==> src/rtl/text_periph_target.sv <==
// Text output peripheral bus target: 16-byte register window, character FIFO, valid/ready drain.
// Optional interrupt output enabled by defining TEXT_PERIPH_IRQ_EN.
module text_periph_target #(
    parameter logic [31:0] BASE_ADDR  = 32'h0000_FF00,
    parameter int          FIFO_DEPTH = 16
) (
    input  logic        i_cpu_clk,
    input  logic        i_rst,
    input  logic        i_bus_clk,
    input  logic        i_bus_we,
    input  logic [31:0] i_bus_addr,
    input  logic [31:0] i_bus_data,
    output logic [31:0] o_bus_data,
    output logic        o_bus_data_ready,
    output logic [7:0]  o_char,
    output logic        o_char_valid,
    input  logic        i_char_ready,
    output logic        o_irq
);

    // state      | meaning
    // S_IDLE     | waiting for a rising bus strobe that hits the window
    // S_ACK      | perform the captured access, pulse ready
    // S_WAIT_LOW | wait for the strobe to drop before accepting another
    typedef enum logic [1:0] {S_IDLE, S_ACK, S_WAIT_LOW} state_t;

    localparam int             AW      = $clog2(FIFO_DEPTH);
    localparam logic [AW:0]    DEPTH_C = (AW+1)'(FIFO_DEPTH);
    localparam logic [31:0]    ID_VAL  = 32'h5445_5854;

    state_t       state;
    logic         bus_clk_q;
    logic         start_mask_q;
    logic         we_q;
    logic [1:0]   idx_q;
    logic [7:0]   wdata_q;

    logic [7:0]   mem [FIFO_DEPTH];
    logic [AW-1:0] wr_ptr;
    logic [AW-1:0] rd_ptr;
    logic [AW:0]  count;
    logic         enable;
    logic         irq_en;
    logic         overflow;

    logic         start;
    logic         hit;
    logic         access;
    logic         empty;
    logic         full;
    logic         push_req;
    logic         push_ok;
    logic         push_drop;
    logic         pop;
    logic         ctrl_wr;
    logic         flush;
    logic         ovf_clr;
    logic [7:0]   status_count;
    logic [31:0]  rdata;
    logic         unused_bits;

    assign unused_bits = ^{i_bus_addr[1:0], i_bus_data[31:8]};

    // The mask keeps a strobe that is already high out of reset from counting as a new edge.
    assign start  = i_bus_clk & ~bus_clk_q & ~start_mask_q;
    assign hit    = (i_bus_addr[31:4] == BASE_ADDR[31:4]);
    assign access = (state == S_ACK);

    assign empty        = (count == '0);
    assign full         = (count == DEPTH_C);
    assign o_char_valid = enable & ~empty;
    assign o_char       = mem[rd_ptr];

    assign push_req  = access & we_q & (idx_q == 2'd0);
    assign ctrl_wr   = access & we_q & (idx_q == 2'd2);
    assign flush     = ctrl_wr & wdata_q[1];
    assign ovf_clr   = access & we_q & (idx_q == 2'd1) & wdata_q[2];
    assign pop       = o_char_valid & i_char_ready & ~flush;
    assign push_ok   = push_req & (~full | pop);
    assign push_drop = push_req & ~push_ok;

    assign status_count = 8'(count);

    always_comb begin
        rdata = '0;
        case (idx_q)
            2'd1:    rdata = {16'h0, status_count, 5'h0, overflow, full, empty};
            2'd2:    rdata = {29'h0, irq_en, 1'b0, enable};
            2'd3:    rdata = ID_VAL;
            default: rdata = '0;
        endcase
    end

    always_ff @(posedge i_cpu_clk) begin
        if (i_rst) begin
            state            <= S_IDLE;
            bus_clk_q        <= 1'b0;
            start_mask_q     <= 1'b1;
            o_bus_data       <= '0;
            o_bus_data_ready <= 1'b0;
            we_q             <= 1'b0;
            idx_q            <= '0;
            wdata_q          <= '0;
        end else begin
            bus_clk_q        <= i_bus_clk;
            start_mask_q     <= 1'b0;
            o_bus_data_ready <= 1'b0;
            case (state)
                S_IDLE: begin
                    if (start && hit) begin
                        we_q    <= i_bus_we;
                        idx_q   <= i_bus_addr[3:2];
                        wdata_q <= i_bus_data[7:0];
                        state   <= S_ACK;
                    end
                end
                S_ACK: begin
                    o_bus_data_ready <= 1'b1;
                    if (!we_q) o_bus_data <= rdata;
                    state <= S_WAIT_LOW;
                end
                S_WAIT_LOW: begin
                    if (!i_bus_clk) state <= S_IDLE;
                end
                default: state <= S_IDLE;
            endcase
        end
    end

    always_ff @(posedge i_cpu_clk) begin
        if (i_rst) begin
            wr_ptr   <= '0;
            rd_ptr   <= '0;
            count    <= '0;
            enable   <= 1'b0;
            overflow <= 1'b0;
        end else begin
            if (flush) begin
                wr_ptr <= '0;
                rd_ptr <= '0;
                count  <= '0;
            end else begin
                if (push_ok) wr_ptr <= wr_ptr + AW'(1);
                if (pop)     rd_ptr <= rd_ptr + AW'(1);
                count <= count + (AW+1)'(push_ok) - (AW+1)'(pop);
            end
            if (ctrl_wr) enable <= wdata_q[0];
            // A drop outranks a clear landing in the same cycle.
            if (push_drop)    overflow <= 1'b1;
            else if (ovf_clr) overflow <= 1'b0;
        end
    end

    always_ff @(posedge i_cpu_clk) begin
        if (push_ok) mem[wr_ptr] <= wdata_q;
    end

`ifdef TEXT_PERIPH_IRQ_EN
    always_ff @(posedge i_cpu_clk) begin
        if (i_rst) begin
            irq_en <= 1'b0;
            o_irq  <= 1'b0;
        end else begin
            if (ctrl_wr) irq_en <= wdata_q[2];
            o_irq <= enable & irq_en & empty;
        end
    end
`else
    assign irq_en = 1'b0;
    assign o_irq  = 1'b0;
`endif

endmodule

==> config.mk <==
export PLATFORM = sky130hd
export DESIGN_NAME = text_periph_target
export DESIGN_NICKNAME = d
export VERILOG_FILES = /design/src/rtl/text_periph_target.sv
export SDC_FILE = /design/constraint.sdc
export NUM_CORES = 1
export LEC_CHECK = 0
export ABC_CLOCK_PERIOD_IN_PS = 3500
export CAP_MARGIN = 30
export CORE_MARGIN = 3
export CORE_UTILIZATION = 54
export DETAILED_ROUTE_END_ITERATION = 10
export PLACE_DENSITY = 0.8
export SLEW_MARGIN = 20
export SYNTH_ARGS = -nofsm -noshare
export SYNTH_HDL_FRONTEND = slang
export SYNTH_SLANG_ARGS = --single-unit
==> constraint.sdc <==
create_clock -name i_cpu_clk -period 3.5 [get_ports i_cpu_clk]
set_input_delay 0.875 -clock i_cpu_clk [delete_from_list [all_inputs] [get_ports i_cpu_clk]]
set_output_delay 0.875 -clock i_cpu_clk [all_outputs]
set_load 0.01 [all_outputs]
==> impl_metrics.ini <==
[status]
status = completed

[logic_synthesis]
yosysUniqueCellTypes = 44
synth_ff_type = edfxtp_1
synth-seq-cells = 172
synthArstFlopShare = 0
syn_avg_cell_area_um2 = 16.35
ys_seq_area_frac = 0.6522
synthesis.area_um2 = 7244
synth_edf_count = 128
yosysWarnings = 0
postSynthCellCount = 443

[floorplanning]
start_util = 0.5626
io_pins = 112
die_height_um = 121.8
die_area_um2 = 14840
die_x_um = 121.8
core-area_um2 = 12880
rows = 41

[cts]
path_clk_slew_ps = 70
clock_latency_ps = 420
clock_sinks = 172
root_buffer = clkbuf_16
cts_buffer_depth = 2
cts_made_buffers = 17
post_cts_buffers = 0
htreeDepth = 4
cts_tree = yes

[sta]
finClkSkew_ps = 15.34
setup_viol = 0
slew_viol_final = 0
clock.fmax_ghz = 0.2927
fin_crit_sh = 0.9762
final.min_clock_period_ps = 3417
finalHoldViolations = 0
rsz0062_at_grt = no
slew_headroom = 0.5801
tightest_slew_ps = 629.0
whs_ps = 458.0

[finish]
diodes = 0
final_common_cell = edfxtp_1
regArea_um2 = 4728
num-nets-final = 613
area_growth_pct = 20.14
layout.cells.non_filler = 717
drive_gt1_frac = 0.1743
multiInputGateArea_um2 = 2170
nFillCells = 875
final_cell_mix = 128 x edfxtp_1, 64 x clkdlybuf4s50_1, 43 x dfxtp_1

[global_routing]
antenna_found_initial = 0
grt_pass1_vias = 4267
grt_max_degree = 33
grt_first_pass_wirelength_um = 22890
globalRouteOverflowTotal = 0
grt_usage = 0.2088

[routing]
first_iter_violations = 319
drt-vias-per-instance = 5.566
num_vias = 3991
wl_per_cell_um = 19.95
ant_nets = 0
drc = 0
drt_pass1_iterations = 5
totalWireLength_um = 14300

[placement]
gp_congestion = 0.7757
port_buffers = 69
dp.cells = 683
dpl.hpwl_um = 9139

[flow_run]
drv_cap = 0

[worst_setup_path]
r2r-end = count[4]
worstPathRequired_ps = 2620
r2r_cells = 13
worstReg2RegStart = count[3]
rrSetupSlack_ps = 570
crit_path_end_kind = output pin
crit_fanout = 16
crit_type = reg -> out
critPathLaunchType = flip-flop
worst_ep_arrival_time_ps = 2540

[pwr]
switchingPower_mw = 0.8166
pwr-share-comb = 0.019
power_frac_seq = 0.537
p_clk_frac = 0.444
p_leak_nw = 2.611
p_int_mw = 3.205
vdd_ir_drop_max_uv = 374.7
power_density_nw_per_um2 = 462.1
sw_frac_of_total = 0.2030

[worst_hold_path]
hp-class = reg -> reg
hold-path-endpoint = o_bus_data[10]
holdPathStages = 2
min-delay-start = o_bus_data[10]
==> per-layer routing <==
metal,global-route usage,vias to the layer above,wire length [um],share of wire
met1,0.2570,1983,5646,0.39
met3,0.06035,19,948,0.066
met2,0.3543,150,7493,0.52
li1,-,1839,-,-
met4,0.07563,0,214,0.015
met5,0,-,0,0
==> final cells by class <==
type                       instances  area share
sequential                       172      0.5433
timing repair buffer              99      0.1126
inverter                          12    0.005175
multi-input combinational        230      0.2493
clock buffer                      18     0.04931
tap                              172     0.02473
clock inverter                    14     0.01567
==> worst max-delay path by stage <==
stage	startpoint	endpoint	cells after the start
2_1_floorplan	i_char_ready	count[4]	11
3_3_place_gp	i_char_ready	count[4]	12
3_5_place_dp	i_char_ready	count[4]	12
4_1_cts	flip-flop	o_char[5]	4
5_1_grt	flip-flop	o_char[2]	4
6_report	flip-flop	o_char[7]	4
==> power groups by stage <==
stage / Clock (mW) / Sequential, mW / Combinational (mW)
3_5_place_dp: 0 / 2.21 / 0.0762
5_1_grt: 1.90 / 2.16 / 0.0821
2_1_floorplan: 0 / 2.21 / 0.0370
3_3_place_gp: 0 / 2.21 / 0.0749
4_1_cts: 1.81 / 2.16 / 0.0761
6_report: 1.79 / 2.16 / 0.0758
==> cells by family (layout without fill, tap and decap cells) <==
kind of cell | Yosys count | after routing | synth area share
buffers and inverters | 56 | 143 | 0.05578
xor gates and xnor gates | 6 | 6 | 0.007254
DFF | 172 | 172 | 0.6522
and+or+nand+nor | 109 | 109 | 0.08515
AOI/OAI and AO/OA | 36 | 36 | 0.03057
other | 1 | 16 | 0.0005176
adders and majority gates | 12 | 12 | 0.02176
muxes | 51 | 51 | 0.1468
==> synth_stat cells (2+ instances only) <==
| cell type | instances | share of area |
|---|---|---|
| nor4b_1 | 3 | 0.0036 |
| xor2_1 | 2 | 0.0024 |
| and4b_1 | 2 | 0.0028 |
| dfxtp_1 | 44 | 0.12 |
| nand3b_1 | 2 | 0.0021 |
| clkbuf_1 | 6 | 0.0031 |
| mux4_1 | 14 | 0.051 |
| nand2b_1 | 25 | 0.022 |
| nor2_1 | 24 | 0.012 |
| or3_1 | 4 | 0.0035 |
| buf_1 | 2 | 0.0010 |
| mux2i_1 | 11 | 0.015 |
| clkbuf_8 | 5 | 0.0095 |
| ha_1 | 11 | 0.019 |
| xnor2_1 | 4 | 0.0048 |
| nand3_1 | 9 | 0.0062 |
| a21oi_1 | 20 | 0.014 |
| o21ai_0 | 7 | 0.0048 |
| nand2_1 | 16 | 0.0083 |
| buf_8 | 3 | 0.0062 |
| buf_4 | 25 | 0.026 |
| nand4_1 | 3 | 0.0026 |
| buf_6 | 2 | 0.0031 |
| inv_1 | 11 | 0.0057 |
| nor2b_1 | 4 | 0.0035 |
| mux4_2 | 26 | 0.081 |
| edfxtp_1 | 128 | 0.53 |
| o211ai_1 | 3 | 0.0031 |
| and2_1 | 3 | 0.0026 |
| nor3_1 | 7 | 0.0048 |
| a21o_1 | 2 | 0.0021 |
| nor4_1 | 3 | 0.0026 |
==> per-stage QoR <==
stage                     TNS, ps  setup WS (ps)  total power [mW]  utilization  area [um2]
after detailed placement   -23.15         -23.15             2.282       0.6282        8089
final                           0          83.42             4.022       0.6759        8703
after CTS                       0          31.65             4.047       0.6762        8707
after global placement          0          67.27             2.281       0.6282        8089
after global routing            0          11.44             4.137       0.6759        8703
after floorplan                 0          473.1             2.243            -        7301
==> registers in the layout, indices dropped and copies added (netlist names), 2 cells and up, named ones only <==
register / count
state: 2
mem: 128
wdata_q: 8
rd_ptr: 4
count: 5
wr_ptr: 4
o_bus_data: 9
idx_q: 2
==> what timing repair did <==
item | in CTS | in global routing
setup endpoints to repair | 7 | 1
cloned | 2 | 0
hold endpoints to repair | 0 | 0
hold buffers | 0 | 0
resized for setup | 8 | 1
==> worst max-delay path, stage by stage (launching register included) <==
cell             delay (ps)
dfxtp_4                 400
buf_16                  190
mux4_2                  540
mux4_2                  490
clkdlybuf4s50_1         500
(Power assumes the default switching activity.)
